### src/rtl/ps2_pkg.sv
// Shared types and constants for the PS/2 receive path: frame FSM states,
// prefix scan codes and the layout of a FIFO entry.
package ps2_pkg;

    typedef enum logic [1:0] {
        ST_IDLE,
        ST_DATA,
        ST_PARITY,
        ST_STOP
    } ps2_state_t;

    localparam logic [7:0] PS2_EXT = 8'hE0;
    localparam logic [7:0] PS2_BRK = 8'hF0;

    localparam int CODE_W       = 8;
    localparam int ENTRY_W      = 10;
    localparam int ENTRY_CODE_LSB = 0;
    localparam int ENTRY_BRK_BIT  = 8;
    localparam int ENTRY_EXT_BIT  = 9;

    function automatic logic [ENTRY_W-1:0] pack_entry(input logic ext, input logic brk,
                                                      input logic [CODE_W-1:0] code);
        logic [ENTRY_W-1:0] e;
        e = '0;
        e[ENTRY_EXT_BIT] = ext;
        e[ENTRY_BRK_BIT] = brk;
        e[ENTRY_CODE_LSB +: CODE_W] = code;
        return e;
    endfunction

endpackage

### src/rtl/ps2_fifo.sv
// Synchronous first-word-fall-through FIFO; the head is presented combinationally
// and reads as zero while empty so the outputs are clean out of reset.
module ps2_fifo #(
    parameter int WIDTH = 10,
    parameter int DEPTH = 8
) (
    input  logic             clk,
    input  logic             rst,
    input  logic             push,
    input  logic             pop,
    input  logic [WIDTH-1:0] din,
    output logic [WIDTH-1:0] dout,
    output logic             empty,
    output logic             full
);
    localparam int AW = $clog2(DEPTH);

    logic [WIDTH-1:0] mem [DEPTH];
    logic [AW-1:0]    wr_ptr;
    logic [AW-1:0]    rd_ptr;
    logic [AW:0]      count;
    logic             do_push;
    logic             do_pop;

    assign empty   = (count == '0);
    assign full    = (count == (AW+1)'(DEPTH));
    assign do_pop  = pop & ~empty;
    // A pop in the same cycle frees the slot, so a push while full still lands.
    assign do_push = push & (~full | do_pop);

    always_ff @(posedge clk or posedge rst) begin
        if (rst) begin
            wr_ptr <= '0;
            rd_ptr <= '0;
            count  <= '0;
        end else begin
            if (do_push) wr_ptr <= wr_ptr + 1'b1;
            if (do_pop)  rd_ptr <= rd_ptr + 1'b1;
            case ({do_push, do_pop})
                2'b10:   count <= count + 1'b1;
                2'b01:   count <= count - 1'b1;
                default: count <= count;
            endcase
        end
    end

    always_ff @(posedge clk) begin
        if (do_push) mem[wr_ptr] <= din;
    end

    assign dout = empty ? '0 : mem[rd_ptr];

endmodule

### src/rtl/ps2_rx_fifo.sv
// PS/2 device-to-host receiver: synchronisers, frame FSM with parity/stop checks,
// inactivity watchdog, optional E0/F0 prefix folding and a buffered output.
module ps2_rx_fifo
    import ps2_pkg::*;
#(
    parameter int CLK_HZ        = 50_000_000,
    parameter int TIMEOUT_US    = 2000,
    parameter int SYNC_STAGES   = 2,
    parameter int FIFO_DEPTH    = 8,
    parameter int DECODE_PREFIX = 1
) (
    input  logic       clk,
    input  logic       rst,
    input  logic       ps2_clk,
    input  logic       ps2_data_in,
    input  logic       rd_en,
    output logic [7:0] ps2_data_out,
    output logic       ext_flag,
    output logic       break_flag,
    output logic       empty,
    output logic       full,
    output logic       parity_err,
    output logic       frame_err,
    output logic       overflow
);
    localparam int WD_LIMIT = CLK_HZ / 1_000_000 * TIMEOUT_US;
    localparam int WD_W     = $clog2(WD_LIMIT + 1);

    logic [SYNC_STAGES-1:0] clk_sync, data_sync;
    logic                   clk_prev_p0, fall_p1, bit_p1;
    ps2_state_t             state, state_n;
    logic [2:0]             bit_cnt, bit_cnt_n;
    logic [CODE_W-1:0]      shreg, shreg_n;
    logic                   par_bit, par_n;
    logic [WD_W-1:0]        wd_cnt;
    logic                   ext_pend, brk_pend;
    logic                   wd_timeout, stop_seen, stop_err, par_fail, accept;
    logic                   is_ext, is_brk, push_req, overflow_c;
    logic [ENTRY_W-1:0]     head;

    // Stage 0: synchronisers; stage 1: registered falling edge with its data bit
    always_ff @(posedge clk or posedge rst) begin
        if (rst) begin
            clk_sync    <= '1;
            data_sync   <= '1;
            clk_prev_p0 <= 1'b1;
            fall_p1     <= 1'b0;
            bit_p1      <= 1'b1;
        end else begin
            clk_sync    <= {clk_sync[SYNC_STAGES-2:0], ps2_clk};
            data_sync   <= {data_sync[SYNC_STAGES-2:0], ps2_data_in};
            clk_prev_p0 <= clk_sync[SYNC_STAGES-1];
            fall_p1     <= clk_prev_p0 & ~clk_sync[SYNC_STAGES-1];
            bit_p1      <= data_sync[SYNC_STAGES-1];
        end
    end

    always_comb begin
        state_n    = state;
        bit_cnt_n  = bit_cnt;
        shreg_n    = shreg;
        par_n      = par_bit;
        stop_seen  = 1'b0;
        wd_timeout = (state != ST_IDLE) && !fall_p1 && (wd_cnt == WD_W'(WD_LIMIT - 1));
        if (wd_timeout) begin
            state_n = ST_IDLE;
        end else if (fall_p1) begin
            case (state)
                ST_IDLE: begin
                    // A high "start" bit is line noise, not a frame.
                    if (!bit_p1) begin
                        state_n   = ST_DATA;
                        bit_cnt_n = 3'd0;
                    end
                end
                ST_DATA: begin
                    shreg_n   = {bit_p1, shreg[CODE_W-1:1]};
                    bit_cnt_n = bit_cnt + 3'd1;
                    if (bit_cnt == 3'd7) state_n = ST_PARITY;
                end
                ST_PARITY: begin
                    par_n   = bit_p1;
                    state_n = ST_STOP;
                end
                default: begin
                    state_n   = ST_IDLE;
                    stop_seen = 1'b1;
                end
            endcase
        end
    end

    assign stop_err   = stop_seen & ~bit_p1;
    assign par_fail   = stop_seen & bit_p1 & ~(^{shreg, par_bit});
    assign accept     = stop_seen & bit_p1 & (^{shreg, par_bit});
    assign is_ext     = (DECODE_PREFIX != 0) && (shreg == PS2_EXT);
    assign is_brk     = (DECODE_PREFIX != 0) && (shreg == PS2_BRK);
    assign push_req   = accept & ~is_ext & ~is_brk;
    assign overflow_c = push_req & full & ~rd_en;

    // Stage 2: FSM state, watchdog, prefix flags and error pulses
    always_ff @(posedge clk or posedge rst) begin
        if (rst) begin
            state      <= ST_IDLE;
            bit_cnt    <= '0;
            wd_cnt     <= '0;
            ext_pend   <= 1'b0;
            brk_pend   <= 1'b0;
            parity_err <= 1'b0;
            frame_err  <= 1'b0;
            overflow   <= 1'b0;
        end else begin
            state      <= state_n;
            bit_cnt    <= bit_cnt_n;
            wd_cnt     <= (state == ST_IDLE || fall_p1) ? '0 : wd_cnt + 1'b1;
            parity_err <= par_fail;
            frame_err  <= stop_err | wd_timeout;
            overflow   <= overflow_c;
            if (stop_err || par_fail || wd_timeout) begin
                ext_pend <= 1'b0;
                brk_pend <= 1'b0;
            end else if (accept) begin
                if (is_ext) begin
                    ext_pend <= 1'b1;
                end else if (is_brk) begin
                    brk_pend <= 1'b1;
                end else begin
                    ext_pend <= 1'b0;
                    brk_pend <= 1'b0;
                end
            end
        end
    end

    always_ff @(posedge clk) begin
        shreg   <= shreg_n;
        par_bit <= par_n;
    end

    ps2_fifo #(
        .WIDTH (ENTRY_W),
        .DEPTH (FIFO_DEPTH)
    ) u_fifo (
        .clk   (clk),
        .rst   (rst),
        .push  (push_req),
        .pop   (rd_en),
        .din   (pack_entry(ext_pend, brk_pend, shreg)),
        .dout  (head),
        .empty (empty),
        .full  (full)
    );

    assign ps2_data_out = head[ENTRY_CODE_LSB +: CODE_W];
    assign ext_flag     = head[ENTRY_EXT_BIT];
    assign break_flag   = head[ENTRY_BRK_BIT];

endmodule
### config.mk
export PLATFORM = sky130hd
export DESIGN_NAME = ps2_rx_fifo
export DESIGN_NICKNAME = d
export VERILOG_FILES = /design/src/rtl/ps2_pkg.sv /design/src/rtl/ps2_fifo.sv /design/src/rtl/ps2_rx_fifo.sv
export SDC_FILE = /design/constraint.sdc
export NUM_CORES = 1
export LEC_CHECK = 0
export CORE_MARGIN = 3
export CORE_UTILIZATION = 50
export CTS_BUF_LIST = sky130_fd_sc_hd__clkbuf_8
export DETAILED_ROUTE_END_ITERATION = 6
export PLACE_DENSITY = 0.67
export SLEW_MARGIN = 20
export SYNTH_ARGS = -nofsm -noshare
export SYNTH_HDL_FRONTEND = slang
export SYNTH_SLANG_ARGS = --single-unit
### constraint.sdc
create_clock -name clk -period 5.9 [get_ports clk]
set_clock_uncertainty 0.1 [all_clocks]
set_input_delay 0.59 -clock clk [delete_from_list [all_inputs] [get_ports clk]]
set_output_delay 0.59 -clock clk [all_outputs]
set_load 0.01 [all_outputs]
# After elaboration in Yosys (flattened, before gate mapping)
# Memory sizes are Yosys's and may differ from the RTL's.
# Cells that the tools add are included.
# W data, S select, Z words.
[op_classes]
addsub = 6
eq_ne = 14
muxes = 23
bitwise = 22
reduce_logical = 21
[op_table]
columns = ["op", "count"]
rows = [
  ["$add A17 B1 Y17 const B", 1],
  ["$eq A17 B17 Y1 const B", 1],
  ["$mux W17", 1],
  ["$eq A8 B8 Y1 const B", 2],
  ["$mux W1", 13],
  ["$and A1 B1 Y1", 11],
  ["$mux W10", 1],
  ["$reduce_bool A2 Y1", 5],
  ["$add A3 B1 Y3 const B", 3],
  ["$not A1 Y1", 9],
  ["$reduce_and A3 Y1", 3],
  ["$reduce_xor A9 Y1", 1],
  ["$mux W2", 4],
  ["$pmux W4 S2", 1],
  ["$ne A3 B3 Y1 const B", 2],
  ["$pmux W2 S3", 1],
  ["$pmux W3 S2", 1],
  ["$add A4 B1 Y4 const B", 1],
  ["$eq A2 B1 Y1 const B", 2],
  ["$eq A2 B2 Y1 const B", 2],
  ["$eq A4 B4 Y1 const B", 1],
  ["$logic_not A4 Y1", 1],
  ["$reduce_and A2 Y1", 2],
  ["$reduce_and A4 Y1", 1],
  ["other kinds (12)", 16],
]
[totals]
register_bits = 53
mem_bits_rw = 80
input_bits = 5
output_inout_bits = 15
mem_count = 1
[memory_table]
columns = ["memory", "depth", "word_bits", "rd", "rd_ports_with_merged_regs", "write_ports", "line", "source"]
rows = [
  ["u_fifo.mem", 8, 10, 1, 0, 1, "ps2_fifo.sv:18", "logic [WIDTH-1:0] mem [DEPTH];"],
]

# Longest topological paths before layout
# Gate-level depths: netlist (run 1).
[depth]
depth_word = 12
depth_mapped = 13
ltp_nobuf = 13

# Modules after synthesis
# A second synthesis (run 1) with hierarchy kept.
[unflattened]
hier_cells = 361
area_unflattened_um2 = 5594.1
[by_module_without_submodules]
columns = ["module", "instances", "cells_each", "area_each_um2"]
rows = [
  ["ps2_fifo", 1, 197, 3693.5],
  ["ps2_rx_fifo", 1, 164, 1900.6],
]

# Least setup slack after synthesis (run 1)
# OpenSTA, ideal clock, no wires.
[synth_timing]
kind = "register -> register"
from = "reg shreg[4]"
to = "reg u_fifo.count[2]"
arrival_ps = 2686
required_ps = 5675
path_slack_ps = 2989
path_stages_with_launch = 13
n_path_buf = 0
period_less_slack_ps = 2911
cell_sequence = "edfxtp_1 -> xnor2_1 -> xnor3_2 -> xnor2_4 -> and3_4 -> inv_1 -> ha_1 -> xor2_1 -> ha_1 -> a21oi_1 -> xor2_1 -> nor2_1 -> xor2_1"
[synth_via]
elab_chain_len = 7
elab_cells_between_ends = 13
[synth_lines]
columns = ["element", "line", "source"]
rows = [
  ["start, declared", "ps2_rx_fifo.sv:33", "logic [CODE_W-1:0] shreg, shreg_n;"],
  ["start signal, assigned", "ps2_rx_fifo.sv:136", "shreg <= shreg_n;"],
  ["$reduce_xor A9 Y1 or $eq A8 B8 Y1 (tied branches)", "ps2_rx_fifo.sv:95, ps2_rx_fifo.sv:96", ""],
  ["$and A1 B1 Y1 or $not A1 Y1 (tied branches)", "ps2_rx_fifo.sv:95, ps2_rx_fifo.sv:98", ""],
  ["$and A1 B1 Y1", "ps2_rx_fifo.sv:98", "assign push_req = accept & ~is_ext & ~is_brk;"],
  ["$and A1 B1 Y1 (*)", "ps2_rx_fifo.sv:98", ""],
  ["$and A1 B1 Y1 (*)", "ps2_fifo.sv:29", "assign do_push = push & (~full | do_pop);"],
  ["$eq A2 B1 Y1 or $eq A2 B2 Y1 (tied branches)", "ps2_fifo.sv:39", "case ({do_push, do_pop})"],
  ["$pmux W4 S2 or $reduce_bool A2 Y1 (tied branches)", "--", ""],
  ["end signal, assigned", "ps2_fifo.sv:40", "2'b10: count <= count + 1'b1;"],
  ["end signal, assigned", "ps2_fifo.sv:41", "2'b01: count <= count - 1'b1;"],
  ["end signal, assigned", "ps2_fifo.sv:42", "default: count <= count;"],
  ["end, declared", "ps2_fifo.sv:21", "logic [AW:0] count;"],
]
# Mark *: on every way between the ends. The rest lies on a longest branch, timed or not.
# A chain may end at the register's enable or synchronous reset.

# Final worst setup path (run 1)
[layout_timing]
from = "reg u_fifo.rd_ptr[0]"
to = "out ps2_data_out[7]"
[layout_via]
elab_chain_len = 2
[layout_lines]
columns = ["element", "line", "source"]
rows = [
  ["start, declared", "ps2_fifo.sv:20", "logic [AW-1:0] rd_ptr;"],
  ["start signal, assigned", "ps2_fifo.sv:38", "if (do_pop) rd_ptr <= rd_ptr + 1'b1;"],
  ["$mem_v2 Z8 W10", "--", ""],
  ["$mux W10", "ps2_fifo.sv:51", "assign dout = empty ? '0 : mem[rd_ptr];"],
  ["end, declared", "ps2_rx_fifo.sv:17", "output logic [7:0] ps2_data_out,"],
]
# Every way passes these cells.

==> impl_metrics.ini, run 1 <==
[status]
outcome = finished clean

[synth]
async_reset_ff_share_pct = 33.1
synth_area_per_cell_sq_um = 16.1
yosysSeqAreaShare_pct = 68.2
syn_area_sq_um = 5550
synthCells = 345
yosysMostFrequentCell = edfxtp_1
synth.top_cell.area_share_pct = 48.2
synth_flop_cell = edfxtp_1
ys_ff_latch = 133
synth.largest_area_cell = edfxtp_1
synthTopCellsByArea = edfxtp_1 (48%), dfrtp_1 (17%), mux4_2 (8.1%)
ys_types = 48
synth_edf_count = 89
synth.net_count = 363
yosys_warnings = 0
synth_commonest_cells = edfxtp_1 (89), nor2_1 (43), dfrtp_1 (38)

[cts]
htreeDepth = 4
clock_path_buffers = 2
clk_latency_ns = 0.43
numCtsBuffers = 17
clock_sinks = 133
hold_buffers = 0
cts_tree = built
cts-root-buf = clkbuf_8
post-cts-setup-buffer-count = 0
clk_pin_slew_ns = 0.08
cts_resized = 0

[hold_path]
hold_start = data_sync[0]
whs_endpoint = data_sync[1]
hold_depth = 0
min_path_type = reg2reg

[drt]
wl_per_cell_um = 17.8
via_count = 2908
wirelength_um = 9440
drc = 0
vias_per_cell = 5.50
dr.first_iter.drc_count = 198
route.antenna.remaining_nets = 0
dr.pass1.iters = 6

[critical_path]
worstSetupPathType = reg2out
rrSetupSlack_ns = 2.70
cpMaxStageDelayCell = mux4_2
start_kind = flip-flop
required_ns = 5.21
r2r-end = u_fifo.count[2]
worst_setup_path_end_kind = output port
cp_cell_sequence = buf_4, mux4_2, mux2i_1, nor2_1, clkdlybuf4s50_1
crit_arrival_ns = 2.61
worst-path-max-fanout = 18
r2r_cells = 12
r2r-start = shreg[4]
max_stage_delay_ns = 0.55

[sta]
relSlewSlack_pct = 28.6
holdWs_ns = 0.260
fmax_mhz = 303
min_period_ns = 3.30
hold_viol = 0
slew_violations = 0
setup_violations = 0
rsz0062_at_grt = no
tightest_slew_ns = 1.07
final.setup.tns_ns = 0
finalCritPeriodShare_pct = 55.9
worst_slack_ns = 2.60

[global_routing]
grt_overflow = 0
antenna_found_initial = 0
grt_max_degree = 45
first_global_vias = 2985
grt_first_pass_wirelength_um = 15500
grtUsageTotal_pct = 16.5

[place]
hpwlAfterDp_um = 5880
place_area_sq_um = 5910
pre_cts_ws_ns = 2.74
gp_congestion = 0.723
port_buffers = 19

[power]
p_leak_nw = 2.31
max-vdd-ir-drop_mv = 0.191
p_per_area_nw_per_um2 = 429

[die]
fp.dieArea_sq_um = 12400
initial_core_util_pct = 52.5
ios = 20
core_area_sq_um = 10600
rows = 37
chipHeight_um = 111
die_w_um = 111

[layout]
drive_gt1_share_pct = 19.1
fill_cells = 813
syn_to_final_growth_pct = 14.7
stdcell_area_sq_um = 6360
diodes = 0
nNetsFinal = 398

[job]
maxCapViolations = 0
## critical path: cells and delay by family, from the launching register on
kind / cells / cell delay [ns]
buf+inv: 2 / 0.87
mux: 2 / 0.76
flops: 1 / 0.47
simple gates: 1 / 0.08
## how the worst max path moves through the flow
stage	start	endpoint	slack, ns	cells after the start
final	u_fifo.rd_ptr[0]	ps2_data_out[7]	2.60	5
after global routing	u_fifo.rd_ptr[0]	ps2_data_out[7]	2.42	5
after CTS	u_fifo.rd_ptr[0]	ps2_data_out[7]	2.53	5
after detailed placement	shreg[4]	u_fifo.count[2]	2.74	12
after global placement	shreg[2]	u_fifo.count[2]	2.79	12
after floorplan	shreg[4]	u_fifo.count[2]	2.99	12
## kinds of logic (layout without fill, tap and decap cells)
kind of cell / count (synthesis) / count (layout) / share of synthesized area, %
compound gates: 18 / 18 / 2.28
mux: 34 / 34 / 10.8
fa+ha+maj: 13 / 13 / 2.93
buf+inv: 17 / 65 / 1.33
simple gates: 100 / 100 / 9.12
flops: 133 / 133 / 68.2
xor+xnor: 30 / 30 / 5.35
## area by class of cell
cell class	instances	area (sq um)	share of cell area (%)
Clock inverter	15	214	3.36
Multi-Input combinational cell	195	1700	26.7
Clock buffer	17	234	3.68
Timing Repair Buffer	25	235	3.70
Sequential cell	133	3780	59.4
Tap cell	136	170	2.68
Inverter	8	30.0	0.472
## where the power goes
group          leakage (nW)  switching [mW]  internal [mW]
clock network         0.219           0.371          0.472
logic                 0.719           0.275          0.384
registers              1.37           0.144           1.09
## per-layer routing
| layer | share of wire, % | vias up | wire (um) | GRT usage, % |
|---|---|---|---|---|
| met4 | 1.7 | 0 | 157 | 6.57 |
| met1 | 46 | 1493 | 4360 | 22.0 |
| met5 | 0 | - | 0 | 0 |
| met3 | 2.3 | 11 | 220 | 3.77 |
| li1 | - | 1361 | - | - |
| met2 | 50 | 43 | 4700 | 26.4 |
## placed cells by master (no fill, tap or decap), types with 3 or more instances in the layout
cell type        Yosys  final
nor2_1              43     43
clkbuf_8             0     17
nand3_1             10     10
edfxtp_1            89     89
ha_1                13     13
xnor2_1             13     13
bufinv_16            0      4
nor2b_1              3      3
inv_1                8      7
nand2b_1             4      4
clkdlybuf4s50_1      0     19
dfrtp_1             38     38
mux4_2              20     20
buf_4                0      6
mux2_2               3      3
a21oi_1              4      4
nor3_1               4      4
xor2_1              15     15
inv_6                0      8
and2_1               5      5
nand4_1              4      4
and3_1               3      3
dfstp_2              6      6
mux2i_1             10     10
nand2_1             10     10
## registers in the layout (all words and copies together), names as in the netlist, 2 cells and up
name,flops
data_sync,2
u_fifo.count,4
wd_cnt,17
u_fifo.wr_ptr,3
u_fifo.mem,80
bit_cnt,3
shreg,8
clk_sync,2
state,2
u_fifo.rd_ptr,3
## per-stage QoR
stage | util (%) | total power [mW] | instances
floorplan | - | 1.69 | 345
global placement | 56.0 | 1.91 | 497
detailed placement | 56.0 | 1.92 | 497
CTS | 60.3 | 2.77 | 529
global route | 60.3 | 2.89 | 529
finish | 60.3 | 2.73 | 529
No activity file was read; power rests on OpenSTA's default activity.
==> run 2, diff against run 1 <==
Clock period 5.9 ns to 3.1 ns, I/O delays scaled along.
==> impl_metrics.ini, run 2 (synthesis results as in run 1) <==
[status]
outcome = finished clean

[sta]
final.setup.tns_ns = 0
slew_violations = 0
setup_violations = 0
fmax_mhz = 345
hold_viol = 0
finalCritPeriodShare_pct = 93.6
holdWs_ns = 0.147
min_period_ns = 2.90
tightest_slew_ns = 0.798
rsz0062_at_grt = no
relSlewSlack_pct = 46.5
worst_slack_ns = 0.200

[die]
rows = 37
chipHeight_um = 111
fp.dieArea_sq_um = 12400
ios = 20
core_area_sq_um = 10600
initial_core_util_pct = 52.5
die_w_um = 111

[cts]
htreeDepth = 4
post-cts-setup-buffer-count = 0
cts-root-buf = clkbuf_8
numCtsBuffers = 17
clk_latency_ns = 0.42
clock_sinks = 133
cts_resized = 0
clock_path_buffers = 2
clk_pin_slew_ns = 0.08
cts_tree = built
hold_buffers = 0

[layout]
multiInputGateArea_sq_um = 1700
drive_gt1_share_pct = 22.2
nNetsFinal = 415
layout_common_cells = edfxtp_1 (89), nor2_1 (43), dfrtp_1 (38), buf_4 (23), mux4_2 (20)
fill_cells = 816
diodes = 0
register_area_sq_um = 3780
syn_to_final_growth_pct = 15.8
stdcell_area_sq_um = 6420
largest_reg_flops = 80
reg_top3 = u_fifo.mem x80, wd_cnt x17, shreg x8
fin_cells = 546
largest_register = u_fifo.mem
mostFrequentLayoutCell = edfxtp_1

[power]
p_per_area_nw_per_um2 = 783
max-vdd-ir-drop_mv = 0.344
combPwrFrac_pct = 27.7
swShare_pct = 29.2
power_frac_seq_pct = 45.0
clockPowerShare_pct = 27.3
p_switching_mw = 1.47
p_leak_nw = 2.38
p_int_mw = 3.56

[global_routing]
grt_overflow = 0
grt_first_pass_wirelength_um = 16200
grt_max_degree = 24
grtUsageTotal_pct = 17.0
first_global_vias = 3164
antenna_found_initial = 0

[critical_path]
worstSetupPathType = reg2reg
worst_setup_path_end_kind = flip-flop
start_kind = flip-flop
rrSetupSlack_ns = 0.20
worst-path-max-fanout = 5
crit_arrival_ns = 3.10
r2r-start = shreg[2]
required_ns = 3.30
r2r-end = u_fifo.count[2]
r2r_cells = 12

[drt]
dr.pass1.iters = 4
dr.first_iter.drc_count = 129
drc = 0
wirelength_um = 9610
via_count = 2914
wl_per_cell_um = 17.6
route.antenna.remaining_nets = 0
vias_per_cell = 5.34

[place]
pre_cts_ws_ns = 0.195
hpwlAfterDp_um = 6160
dp.cells = 514
port_buffers = 19
place_area_sq_um = 6040
gp_congestion = 0.724

[job]
maxCapViolations = 0

[hold_path]
min_path_type = in2async
-- run 2: cell count changes in the layout (fill, tap and decap cells not counted) --
cell        delta
inv_1          +1
inv_4          +4
clkinv_4       +1
inv_6          -8
buf_4         +17
clkbuf_8       +1
clkinv_2       +4
clkinvlp_4     -1
bufinv_16      -2
-- run 2: routing by layer --
| metal | GRT usage (%) | up-vias | part of all wire, % |
|---|---|---|---|
| met5 | 0 | - | 0 |
| met4 | 5.68 | 0 | 1.1 |
| met3 | 4.42 | 10 | 2.9 |
| met2 | 27.9 | 34 | 50 |
| met1 | 22.4 | 1475 | 46 |
| li1 | - | 1395 | - |
-- run 2: critical path, cell delays in order (launching register included) --
cell and delay [ns]:
edfxtp_1 0.41, xnor2_1 0.20, xnor3_2 0.50, xnor2_4 0.18, and3_4 0.22, inv_1 0.06
ha_1 0.24, xor2_1 0.17, ha_1 0.19, a21oi_1 0.15, xor2_1 0.16, nor2_1 0.06
xor2_1 0.14
-- run 2: stage by stage --
stage | utilization, % | power (mW)
detailed placement | 57.2 | 3.72
CTS | 60.8 | 5.11
global route | 60.8 | 5.32
finish | 60.8 | 5.03
floorplan | - | 3.21
global placement | 57.2 | 3.68
-- run 2: layout make-up --
| class | count | share of cell area, % |
|---|---|---|
| Multi-Input combinational cell | 195 | 26.4 |
| Timing Repair Buffer | 42 | 5.65 |
| Sequential cell | 133 | 58.9 |
| Clock inverter | 14 | 2.08 |
| Clock buffer | 18 | 3.86 |
| Inverter | 8 | 0.468 |
| Tap cell | 136 | 2.65 |
-- run 2: worst max-delay path by stage --
stage               startpoint              end  slack (ns)  depth (start not counted)
floorplan             shreg[4]  u_fifo.count[2]        0.19                         12
global placement      shreg[2]  u_fifo.count[2]        0.31                         12
detailed placement    shreg[2]  u_fifo.count[2]        0.19                         12
CTS                   shreg[2]  u_fifo.count[2]        0.18                         12
global route          shreg[2]  u_fifo.count[2]        0.03                         12
finish                shreg[2]  u_fifo.count[2]        0.20                         12
-- run 2: power by group through the flow --
stage	clock network [mW]	registers [mW]	logic, mW
after floorplan	0	2.22	0.991
after global placement	0	2.29	1.39
after detailed placement	0	2.30	1.42
after CTS	1.42	2.26	1.42
after global routing	1.50	2.29	1.53
final	1.37	2.26	1.39
